`src/rtl/demux18_pkg.sv`:
```
// Shared types and helpers for the 1x8 demux round-robin scheduler.
package demux18_pkg;

  localparam int NCH = 8;

  typedef enum logic [1:0] {
    IDLE,
    SEL,
    XFER
  } state_t;

  function automatic logic [NCH-1:0] onehot8(input logic [2:0] s);
    logic [NCH-1:0] v;
    v    = '0;
    v[s] = 1'b1;
    return v;
  endfunction

endpackage

```
`src/rtl/rr_next8.sv`:
```
// Combinational finder: first set bit of mask at/after start (incl=1) or strictly after start (incl=0), wrapping.
module rr_next8
  import demux18_pkg::*;
(
  input  logic [NCH-1:0] mask,
  input  logic [2:0]     start,
  input  logic           incl,
  output logic [2:0]     idx,
  output logic           found
);

  logic [2:0] off;
  logic [2:0] cand;

  always_comb begin
    idx   = '0;
    found = 1'b0;
    off   = '0;
    cand  = '0;
    // With incl=0 the offset runs 1..8, so offset 8 wraps back to start itself.
    for (int unsigned k = 0; k < NCH; k++) begin
      off  = incl ? 3'(k) : 3'(k + 1);
      cand = start + off;
      if (!found && mask[cand]) begin
        idx   = cand;
        found = 1'b1;
      end
    end
  end

endmodule

```
`src/rtl/demux18_rr_sched.sv`:
```
// Round-robin burst scheduler driving the select and per-channel valids of a 1x8 stream demux.
module demux18_rr_sched
  import demux18_pkg::*;
#(
  parameter int DW    = 8,
  parameter int BURST = 4
) (
  input  logic           clk,
  input  logic           rst_n,
  input  logic [7:0]     en_mask,
  input  logic           in_valid,
  input  logic [DW-1:0]  in_data,
  input  logic           in_last,
  output logic           in_ready,
  output logic [7:0]     out_valid,
  output logic [DW-1:0]  out_data,
  input  logic [7:0]     out_ready,
  output logic [2:0]     sel,
  output logic           busy,
  output logic           burst_done
);

  localparam int             CW       = $clog2(BURST) + 1;
  localparam logic [CW-1:0]  LAST_CNT = CW'(BURST - 1);

  state_t          state, state_nx;
  logic [2:0]      sel_nx, ptr, ptr_nx;
  logic [CW-1:0]   beat_cnt, beat_nx;
  logic [2:0]      f_start, f_idx;
  logic            f_incl, f_found;
  logic            xfer, last_beat;

  // One finder shared: IDLE searches from ptr inclusive, the last beat searches after sel.
  rr_next8 u_next (
    .mask  (en_mask),
    .start (f_start),
    .incl  (f_incl),
    .idx   (f_idx),
    .found (f_found)
  );

  always_comb begin
    f_start    = (state == XFER) ? sel : ptr;
    f_incl     = (state != XFER);
    in_ready   = (state == XFER) && out_ready[sel];
    xfer       = in_valid && in_ready;
    last_beat  = xfer && ((beat_cnt == LAST_CNT) || in_last);
    out_valid  = ((state == XFER) && in_valid) ? onehot8(sel) : '0;
    out_data   = in_data;
    busy       = (state != IDLE);
    burst_done = last_beat;
  end

  always_comb begin
    state_nx = state;
    sel_nx   = sel;
    ptr_nx   = ptr;
    beat_nx  = beat_cnt;
    case (state)
      IDLE: begin
        if (f_found) begin
          sel_nx   = f_idx;
          state_nx = SEL;
        end
      end
      SEL: begin
        beat_nx  = '0;
        state_nx = XFER;
      end
      XFER: begin
        if (xfer) beat_nx = beat_cnt + 1'b1;
        if (last_beat) begin
          ptr_nx = sel + 3'd1;
          if (f_found) begin
            sel_nx   = f_idx;
            state_nx = SEL;
          end else begin
            state_nx = IDLE;
          end
        end
      end
      default: state_nx = IDLE;
    endcase
  end

  always_ff @(posedge clk or negedge rst_n) begin
    if (!rst_n) begin
      state    <= IDLE;
      sel      <= '0;
      ptr      <= '0;
      beat_cnt <= '0;
    end else begin
      state    <= state_nx;
      sel      <= sel_nx;
      ptr      <= ptr_nx;
      beat_cnt <= beat_nx;
    end
  end

endmodule
```
`config.mk`:
```
export PLATFORM = sky130hd
export DESIGN_NAME = demux18_rr_sched
export DESIGN_NICKNAME = d
export VERILOG_FILES = /design/src/rtl/demux18_pkg.sv /design/src/rtl/rr_next8.sv /design/src/rtl/demux18_rr_sched.sv
export SDC_FILE = /design/constraint.sdc
export NUM_CORES = 1
export LEC_CHECK = 0
export ABC_AREA = 1
export BUFFER_PORTS_ARGS = -buffer_cell sky130_fd_sc_hd__buf_4
export CAP_MARGIN = 20
export CORE_UTILIZATION = 52
export DETAILED_ROUTE_END_ITERATION = 16
export GPL_TIMING_DRIVEN = 0
export PLACE_DENSITY = 0.85
export SLEW_MARGIN = 15
export SYNTH_ARGS = -nofsm -noshare
export SYNTH_HDL_FRONTEND = slang
export SYNTH_SLANG_ARGS = --single-unit
```
`constraint.sdc`:
```
create_clock -name clk -period 2.8 [get_ports clk]
set_input_delay 0.28 -clock clk [delete_from_list [all_inputs] [get_ports clk]]
set_output_delay 0.28 -clock clk [all_outputs]
set_load 0.01 [all_outputs]
```
==> flow_summary.json <==
{
  "ant_nets": 0,
  "synth_compound_gate_area_share": 0.0566,
  "hp-class": "in -> async",
  "yosys-top-cells-area": "nand2_1 (21%), dfrtp_1 (17%), nand3_1 (14%)",
  "cp-start-kind": "flip-flop",
  "yosysTopAreaCell": "nand2_1",
  "final.min_clock_period_ns": 2.63,
  "clk_latency_ns": 0.28,
  "synth_area_per_cell_sq_um": 5.66,
  "die_width_um": 58.5,
  "nFillCells": 279,
  "synth_xor_area_frac": 0.00528,
  "grt_pass1_wl_um": 7450,
  "finalHoldViolations": 0,
  "finalNetCount": 374,
  "grt_pass1_vias": 1811,
  "htreeDepth": 1,
  "cts_tree": "yes",
  "gp_congestion": 0.958,
  "grt.overflow.total": 0,
  "max-cap-violations": 0,
  "grtUsageTotal": 0.276,
  "drt_first_pass_iters": 5,
  "routed_wl_um": 4470,
  "yosys.area_share.simple": 0.572,
  "syn_to_final_growth_pct": 25.4,
  "tightestPinTransition_ns": 0.362,
  "path_max_fanout": 8,
  "dpl.hpwl_um": 3550,
  "finalCritPeriodShare": 0.938,
  "boundaryPins": 50,
  "arrival_ns": 2.79,
  "finClkSkew_ns": 0.00349,
  "worst-setup-path-type": "reg -> reg",
  "status": "finished clean",
  "antenna_found_initial": 0,
  "cts.clk_slew.worst_paths_ns": 0.08,
  "drive_above_1_share": 0.251,
  "port_buffers": 41,
  "ys_types": 27,
  "netlist_area_sq_mm": 0.00166,
  "clock.fmax_mhz": 381,
  "cts-root-buf": "clkbuf_4",
  "whs_ns": 0.370,
  "synth_top_area_frac": 0.208,
  "setup_viol_count_final": 0,
  "drv_slew": 0,
  "netlist_instances": 293,
  "drc": 0,
  "cp.required_ns": 2.96,
  "synth_mux_area_frac": 0,
  "die_h_um": 58.5,
  "synthAdderAreaFrac": 0.0528,
  "vias": 2017,
  "postCtsSetupBuffers": 0,
  "synth_top_family_by_area": "simple AND/OR/NAND/NOR gates",
  "synth-seq-area-share": 0.166,
  "seqCellArea_sq_um": 278,
  "grt_max_degree": 13,
  "clockBufferDepth": 2,
  "diodes": 0,
  "clock-sinks": 11,
  "yosysWarnings": 0,
  "slew-limit-headroom": 0.756,
  "worst_setup_path_end_kind": "flip-flop",
  "row_count": 20,
  "syn-num-nets": 328,
  "fp.coreArea_sq_mm": 0.00303,
  "drt_iter0_markers": 134,
  "routedWlPerCell_um": 11.7,
  "numCtsBuffers": 3,
  "start_util": 0.548,
  "ys_ff_latch": 11,
  "die_area_sq_mm": 0.00342,
  "grt_setup_unrepaired": "no",
  "via_per_inst": 5.28,
  "multi_input_area_sq_mm": 0.00116
}
layout make-up:
type	instances	share of cell area
Buffer	11	0.0415
Sequential cell	11	0.134
Clock buffer	4	0.0126
Timing Repair Buffer	42	0.153
Multi-Input combinational cell	229	0.557
Tap cell	44	0.0265
Inverter	41	0.0758
layout by cell type (no fill, tap or decap), types with 2 or more instances in the layout:
master | Yosys | routed
a21oi_1 | 3 | 3
buf_4 | 9 | 51
clkbuf_4 | 0 | 3
dfrtp_1 | 11 | 9
dfrtp_2 | 0 | 2
ha_1 | 7 | 6
inv_1 | 37 | 36
inv_2 | 3 | 3
nand2_1 | 92 | 92
nand2_2 | 12 | 12
nand2_4 | 2 | 2
nand3_1 | 48 | 48
nand4_1 | 10 | 10
nor2_1 | 29 | 29
nor2_4 | 2 | 2
nor3_1 | 2 | 2
o21ai_0 | 9 | 8
o21ai_1 | 3 | 3
layer usage:
| layer | wire length (um) | vias to the layer above | GRT usage | share of wire |
|---|---|---|---|---|
| li1 | - | 1030 | - | - |
| met4 | 83 | 0 | 0.109 | 0.019 |
| met5 | 0 | - | 0 | 0 |
| met2 | 2160 | 91 | 0.499 | 0.48 |
| met3 | 318 | 15 | 0.0220 | 0.071 |
| met1 | 1910 | 881 | 0.340 | 0.43 |
metrics by stage:
stage	cells	setup WS (ns)	area [sq um]	utilization	TNS (ns)
finish	382	0.173	2080	0.687	0
detailed placement	378	-0.0740	2020	0.667	-0.135
global placement	378	-0.000483	2020	0.667	-0.000483
floorplan	293	0.345	1660	-	0
CTS	382	0.0353	2060	0.680	0
global route	382	0.0144	2080	0.687	0
flip-flops by register name, summed over array words and instances, names as in the netlist:
register and flops:
beat_cnt 3, ptr 3, sel 3, state 2
final timing paths:
kind,start,to,slack [ns],cells after the start
worst max register to register,state[0]$_DFFE_PN0P_,sel[0]$_DFFE_PN0P_,0.17,18
min in group clk,in_last,ptr[1]$_DFFE_PN0P_,0.37,4
worst min-delay path,rst_n,beat_cnt[1]$_DFFE_PN0P_,0.37,2
max in group asynchronous,rst_n,state[0]$_DFFE_PN0P_,2.26,2
worst min register to register,beat_cnt[0]$_DFFE_PN0P_,beat_cnt[0]$_DFFE_PN0P_,0.52,1
worst max-delay path,state[0]$_DFFE_PN0P_,sel[0]$_DFFE_PN0P_,0.17,18
worst max-delay path, cell delays in order, from the launching register on:
cell      delay (ns)
dfrtp_2         0.45
inv_4           0.11
nand2_4         0.09
nand2_1         0.10
nand2_1         0.08
ha_1            0.29
buf_4           0.17
inv_2           0.11
nand3_1         0.10
nand3_1         0.11
nand2_2         0.08
clkinv_2        0.09
nand4_4         0.10
nor2_4          0.15
nand4_1         0.12
nand2_2         0.13
inv_2           0.06
nand3_1         0.08
nand2_1         0.07
cells in the mapped netlist:
master / instances
xnor2_1: 1
nor2_1: 29
ha_1: 7
nor3_1: 2
inv_2: 3
nand2_1: 92
buf_6: 1
and2_1: 1
o22ai_1: 1
o21ai_0: 9
nand4_4: 1
inv_1: 37
a31oi_1: 2
dfrtp_1: 11
nand3_1: 48
a21oi_1: 3
buf_4: 9
buf_2: 2
nor2_4: 2
nand2_4: 2
clkinv_2: 1
nand3_2: 2
nand2_2: 12
nand4_1: 10
or2_2: 1
o21ai_1: 3
nand3b_1: 1
cell families after synthesis:
group,after synthesis
xor gates and xnor gates,1
buffers and inverters,53
DFF,11
and+or+nand+nor,203
AOI/OAI and AO/OA,18
adders and majority gates,7
timing repair:
action	in CTS	in global routing
setup endpoints to repair	3	5
hold buffers	1	0
endpoints found under the hold margin	11	0
gates resized for setup	1	10
Power is not shown: default switching activity piles up to over one toggle a cycle in this logic, so the estimate is an artifact.
